[config.mk]
export PLATFORM = sky130hd
export DESIGN_NAME = fmul_rr_scheduler
export DESIGN_NICKNAME = d
export VERILOG_FILES = /design/src/rtl/fmul_pkg.sv /design/src/rtl/floatingmultiplication.sv /design/src/rtl/fmul_rr_pick.sv /design/src/rtl/fmul_rr_scheduler.sv
export SDC_FILE = /design/constraint.sdc
export NUM_CORES = 2
export LEC_CHECK = 0
export BUFFER_PORTS_ARGS = -buffer_cell sky130_fd_sc_hd__clkbuf_2
export CAP_MARGIN = 25
export CORE_MARGIN = 1.5
export CORE_UTILIZATION = 59
export DETAILED_ROUTE_END_ITERATION = 10
export GPL_ROUTABILITY_DRIVEN = 0
export PLACE_DENSITY = 0.87
export SKIP_LAST_GASP = 1
export SLEW_MARGIN = 20
export SYNTH_ARGS = -nofsm -noshare
export SYNTH_HDL_FRONTEND = slang
export SYNTH_HIERARCHICAL = 1
export SYNTH_SLANG_ARGS = --single-unit
[constraint.sdc]
create_clock -name clk -period 29.5 [get_ports clk]
set_input_delay 2.95 -clock clk [delete_from_list [all_inputs] [get_ports clk]]
set_output_delay 2.95 -clock clk [all_outputs]
set_load 0.02 [all_outputs]
[src/rtl/fmul_pkg.sv]
// fmul_pkg: shared single-precision field layout and helpers for the fmul scheduler slice
package fmul_pkg;
    localparam int FP32_W   = 32;
    localparam int EXP_W    = 8;
    localparam int MAN_W    = 23;
    localparam int EXP_BIAS = 127;
    typedef struct packed {
        logic             sign;
        logic [EXP_W-1:0] exp;
        logic [MAN_W-1:0] man;
    } fp32_t;
    function automatic logic fp32_is_zero_exp(input fp32_t x);
        return x.exp == '0;
    endfunction
endpackage

[src/rtl/floatingmultiplication.sv]
// floatingmultiplication: combinational fp32 multiply, truncating mantissa, no rounding or special cases
module floatingmultiplication
    import fmul_pkg::*;
(
    input  logic [FP32_W-1:0] a,
    input  logic [FP32_W-1:0] b,
    output logic [FP32_W-1:0] result
);
    fp32_t fa, fb, fr;
    logic [MAN_W:0] ma, mb;
    logic [MAN_W+1:0] hi;
    assign fa = a;
    assign fb = b;
    assign ma = {1'b1, fa.man};
    assign mb = {1'b1, fb.man};
    // only product bits [47:23] matter once the mantissa is truncated
    assign hi = (MAN_W+2)'((48'(ma) * 48'(mb)) >> MAN_W);
    always_comb begin
        fr.sign = fa.sign ^ fb.sign;
        fr.exp  = fa.exp + fb.exp - EXP_W'(EXP_BIAS) + {{(EXP_W-1){1'b0}}, hi[MAN_W+1]};
        fr.man  = hi[MAN_W+1] ? hi[MAN_W:1] : hi[MAN_W-1:0];
    end
    assign result = fr;
endmodule

[src/rtl/fmul_rr_pick.sv]
// fmul_rr_pick: combinational round-robin pick, first set request at or after ptr with wrap
module fmul_rr_pick #(
    parameter int NUM_REQ = 4,
    parameter int ID_W    = 2
) (
    input  logic [NUM_REQ-1:0] req,
    input  logic [ID_W-1:0]    ptr,
    output logic [NUM_REQ-1:0] grant,
    output logic [ID_W-1:0]    idx,
    output logic               any
);
    logic found;
    assign any = |req;
    always_comb begin
        grant = '0;
        idx   = '0;
        found = 1'b0;
        for (int k = 0; k < NUM_REQ; k++) begin
            if (!found && req[(int'(ptr) + k) % NUM_REQ]) begin
                grant[(int'(ptr) + k) % NUM_REQ] = 1'b1;
                idx   = ID_W'((int'(ptr) + k) % NUM_REQ);
                found = 1'b1;
            end
        end
    end
endmodule

[src/rtl/fmul_rr_scheduler.sv]
// fmul_rr_scheduler: round-robin sharing of one fp32 multiplier with a one-entry tagged response buffer
// Define FMUL_SCHED_FLUSH_EN to force a signed zero when either operand has a zero exponent field.
module fmul_rr_scheduler
    import fmul_pkg::*;
#(
    parameter int NUM_REQ = 4,
    parameter int ID_W    = 2,
    parameter int CNT_W   = 16
) (
    input  logic                      clk,
    input  logic                      rst,
    input  logic [NUM_REQ-1:0]        req_valid,
    output logic [NUM_REQ-1:0]        req_ready,
    input  logic [FP32_W*NUM_REQ-1:0] req_a,
    input  logic [FP32_W*NUM_REQ-1:0] req_b,
    output logic                      rsp_valid,
    input  logic                      rsp_ready,
    output logic [FP32_W-1:0]         rsp_result,
    output logic [ID_W-1:0]           rsp_id,
    output logic [CNT_W-1:0]          op_count
);
    logic [ID_W-1:0]    rr_ptr, idx;
    logic [NUM_REQ-1:0] grant;
    logic               any, can_issue, fire;
    fp32_t              op_a, op_b, prod, next_result;
    fmul_rr_pick #(.NUM_REQ(NUM_REQ), .ID_W(ID_W)) u_pick (
        .req   (req_valid),
        .ptr   (rr_ptr),
        .grant (grant),
        .idx   (idx),
        .any   (any)
    );
    assign can_issue = !rsp_valid || rsp_ready;
    assign req_ready = can_issue ? grant : '0;
    assign fire      = can_issue && any;
    assign op_a      = req_a[int'(idx)*FP32_W +: FP32_W];
    assign op_b      = req_b[int'(idx)*FP32_W +: FP32_W];
    floatingmultiplication u_mul (
        .a      (op_a),
        .b      (op_b),
        .result (prod)
    );
`ifdef FMUL_SCHED_FLUSH_EN
    assign next_result = (fp32_is_zero_exp(op_a) || fp32_is_zero_exp(op_b)) ? {prod.sign, 31'b0} : prod;
`else
    assign next_result = prod;
`endif
    always_ff @(posedge clk or posedge rst) begin
        if (rst) begin
            rsp_valid  <= 1'b0;
            rsp_result <= '0;
            rsp_id     <= '0;
            rr_ptr     <= '0;
            op_count   <= '0;
        end else begin
            if (fire) begin
                rsp_valid  <= 1'b1;
                rsp_result <= next_result;
                rsp_id     <= idx;
                rr_ptr     <= (int'(idx) == NUM_REQ - 1) ? '0 : idx + 1'b1;
            end else if (rsp_ready) begin
                rsp_valid <= 1'b0;
            end
            if (rsp_valid && rsp_ready)
                op_count <= op_count + 1'b1;
        end
    end
endmodule

==> impl_results.md <==
- DR vias/cell: approximately 6.0
- Outcome: finished clean
- R2R Path End: rsp_result[30]
- Reg2Reg Setup Slack: 16.50 ns
- Final setup fails: 0
- Final TNS setup: 0 ns
- Clock skew: 0.006326 ns
- CP required: 29.69 ns
- H-tree depth: 2
- Dominant synthesized flop cell: dfrtp_1
- Part of the Yosys area used for sequential elements: 0.05787
- Critical Path End Type: flip-flop
- Worst reg-to-reg path cell count: 40
- Crit Path Max Fanout: 34
- Largest net degree at the start of global routing: 67
- TritonCTS Sinks: 53
- Arr. time, crit path: approximately 15 ns
- Cell taking the most area after synthesis: fa_1
- Worst Setup Start Kind: input pin
- Worst slew pin tran: 1.007 ns
- Worst path most repeated cell: fa_1
- Initial antenna violation count: 5
- Crit-path slowest cell: mux4_2
- Total Wirelength: 70.23 mm
- Vias: 19,030
- EDFF count, synth: 0
- Buffers added on ports: ~320
- Clock-pin slew on the worst setup and hold paths: 0.07 ns
- CP Class: in2reg
- Post-route ant nets: 0
- Max Fclk: approximately 69 MHz
- Vias in the first global route: ~21,000
- Netlist cell types: 68
- #FFs+latches synth: 53
- Pre-CTS WS: 14.43 ns
- Area contributors post-synth: fa_1 (42%), ha_1 (10%), inv_1 (9.6%)
- RSZ-0062 raised after global routing: false
- Max stage delay on crit path: 0.87 ns
- First-pass GRT wire length: 110.5 mm
- Fin. max-slew vios: 0
- Post-CTS Setup Bufs: 0
- Gate Count Post-Synth: 2,431
- HP Start: op_count[15]
- Cts repair resizes: 0
- CTS Hold Bufs: 0
- Minimum hold slack: about 0.5 ns
- Slew HR: 0.3287
- Ys Warns: 6
- DIE AREA: ~40,000 sq um
- Asr flop ratio synth: 1.000
- Starting Density: 0.5958
- Mapped Avg Cell Area: around 9.4 sq um
- I/O Pins: 318
- Worst hold path depth: 1
- Worst Hold Class: reg2reg
- TritonCTS Buffers: 5
- Final period util: 0.4945
- RR Startpoint: rr_ptr[0]
- Rows: 72
- Die width: 200.1 um
- Area of the mapped netlist: 22,920 sq um
- Drt wl/cell: 22.22 um
- Aggregate global-route resource usage: 0.3681
- Yosys top cell area share: 0.4210
- Min-Delay Endpoint: op_count[15]
- TritonCTS clock tree: done
- Setup ws final: 14.91 ns
- HPWL Detailed: about 55 mm
- Pre-Repair DR Iteration Count: 7
- Final nets: 3,574
- Post-Syn Nets: 3,365
- Worst-Skew Late Latency: around 0.30 ns
- Longest Clk Path Bufs: 2
- Area of the core: 38,470 sq um
- DRC: 0
- Grt ovf: 0
- Max-cap violations: 0
- Die height: about 200 um
- Root buffer cell: clkbuf_16
- DR iter-0 viols: 1,804
- Area growth syn-to-layout: 8.838%
- Proportion of layout cells with a drive suffix above 1: 0.1776
- Hold Vio Cnt, Final: 0
- Tmin final: approximately 15 ns
==> metrics by stage <==
step | cell area (sq um) | util | instances
CTS | 24910 | 0.6476 | 3158
global placement | 24730 | 0.6429 | 3149
global route | 24940 | 0.6484 | 3160
detailed placement | 24760 | 0.6436 | 3150
floorplan | 22920 | - | 2431
finish | 24950 | 0.6485 | 3161
==> cells in the final DEF, fill, tap and decap left out, types with 13 or more instances in the layout <==
master / synthesis / routed
nor2_1: 65 / 65
and2_1: 220 / 220
nand3_1: 15 / 15
ha_1: 189 / 189
inv_1: 585 / 584
mux4_2: 68 / 68
a21oi_1: 39 / 39
a21o_1: 13 / 13
mux2_2: 49 / 49
xnor2_1: 32 / 32
clkbuf_2: 1 / 317
nand2_1: 322 / 322
dfrtp_1: 53 / 53
o21ai_0: 30 / 30
fa_1: 482 / 482
xor2_1: 18 / 18
==> worst max path at each step <==
| stage | slack, ns | endpoint | cells after the start | start |
|---|---|---|---|---|
| floorplan | 16.71 | rsp_result[29] | 41 | req_valid[3] |
| global placement | 14.91 | rsp_result[30] | 40 | req_valid[2] |
| detailed placement | 14.43 | rsp_result[30] | 40 | req_valid[2] |
| CTS | 14.74 | rsp_result[30] | 40 | req_valid[2] |
| global route | 14.39 | rsp_result[29] | 40 | req_valid[2] |
| finish | 14.91 | rsp_result[30] | 39 | req_valid[2] |
==> cell usage after synthesis (all sizes together), types with 3 or more instances <==
master   count
xor2        18
mux2        49
nor2        65
a21o        13
nand4       12
nor3b        4
o211ai       8
a31oi        5
clkbuf      99
a21oi       41
buf         21
nand3       15
xnor2       33
and3         5
fa         482
nand2      322
a211oi       8
inv        585
a22oi        8
nor2b        5
or3          3
o21ai       33
and2       221
o31ai        6
nor3        10
mux4        68
a2111oi      3
ha         189
o21bai       4
nand2b       6
a221oi       5
dfrtp       53
mux2i        6
==> registers in the layout (all words and copies together) (netlist names) <==
register / flops
rsp_valid: 1
rsp_id: 2
rsp_result: 32
rr_ptr: 2
op_count: 16
==> cell families (layout without fill, tap and decap cells) <==
logic type	Yosys count	after routing	synth area share
multiplexers	123	123	0.09351
AO/OA/AOI/OAI	146	146	0.04296
AND/OR/NAND/NOR	680	680	0.1445
adder cells (fa/ha/maj)	671	671	0.5242
XOR/XNOR	51	51	0.01982
flip-flops	53	53	0.05787
buffers and inverters	707	917	0.1172
other	0	2	0
==> per-layer routing <==
layer / part of all wire / global-route usage / vias to the layer above
li1: - / - / 7775
met5: 0.00043 / 0 / -
met3: 0.11 / 0.09610 / 437
met2: 0.48 / 0.6040 / 1502
met1: 0.33 / 0.4186 / 9313
met4: 0.083 / 0.2684 / 4
==> critical path, delay by kind of cell <==
kind / cells / cell delay (ns)
adders and majority gates: 9 / 4.13
muxes: 3 / 1.73
and+or+nand+nor: 5 / 0.98
buffers and inverters: 8 / 1.96
xor gates and xnor gates: 2 / 0.61
AOI/OAI and AO/OA: 12 / 2.33
==> cell type report <==
class	count	area (sq um)
clock buffer	6	138.9
fill	2870	13520
clock inverter	2	17.52
multi-input combinational	1671	18940
timing repair buffer	322	1664
antenna	2	5.005
sequential	53	1326
tap	518	648.1
inverter	587	2203
Power is left out: the tool's default activity adds up to more than one toggle a clock period on the data nets, which glitch-free logic cannot reach.
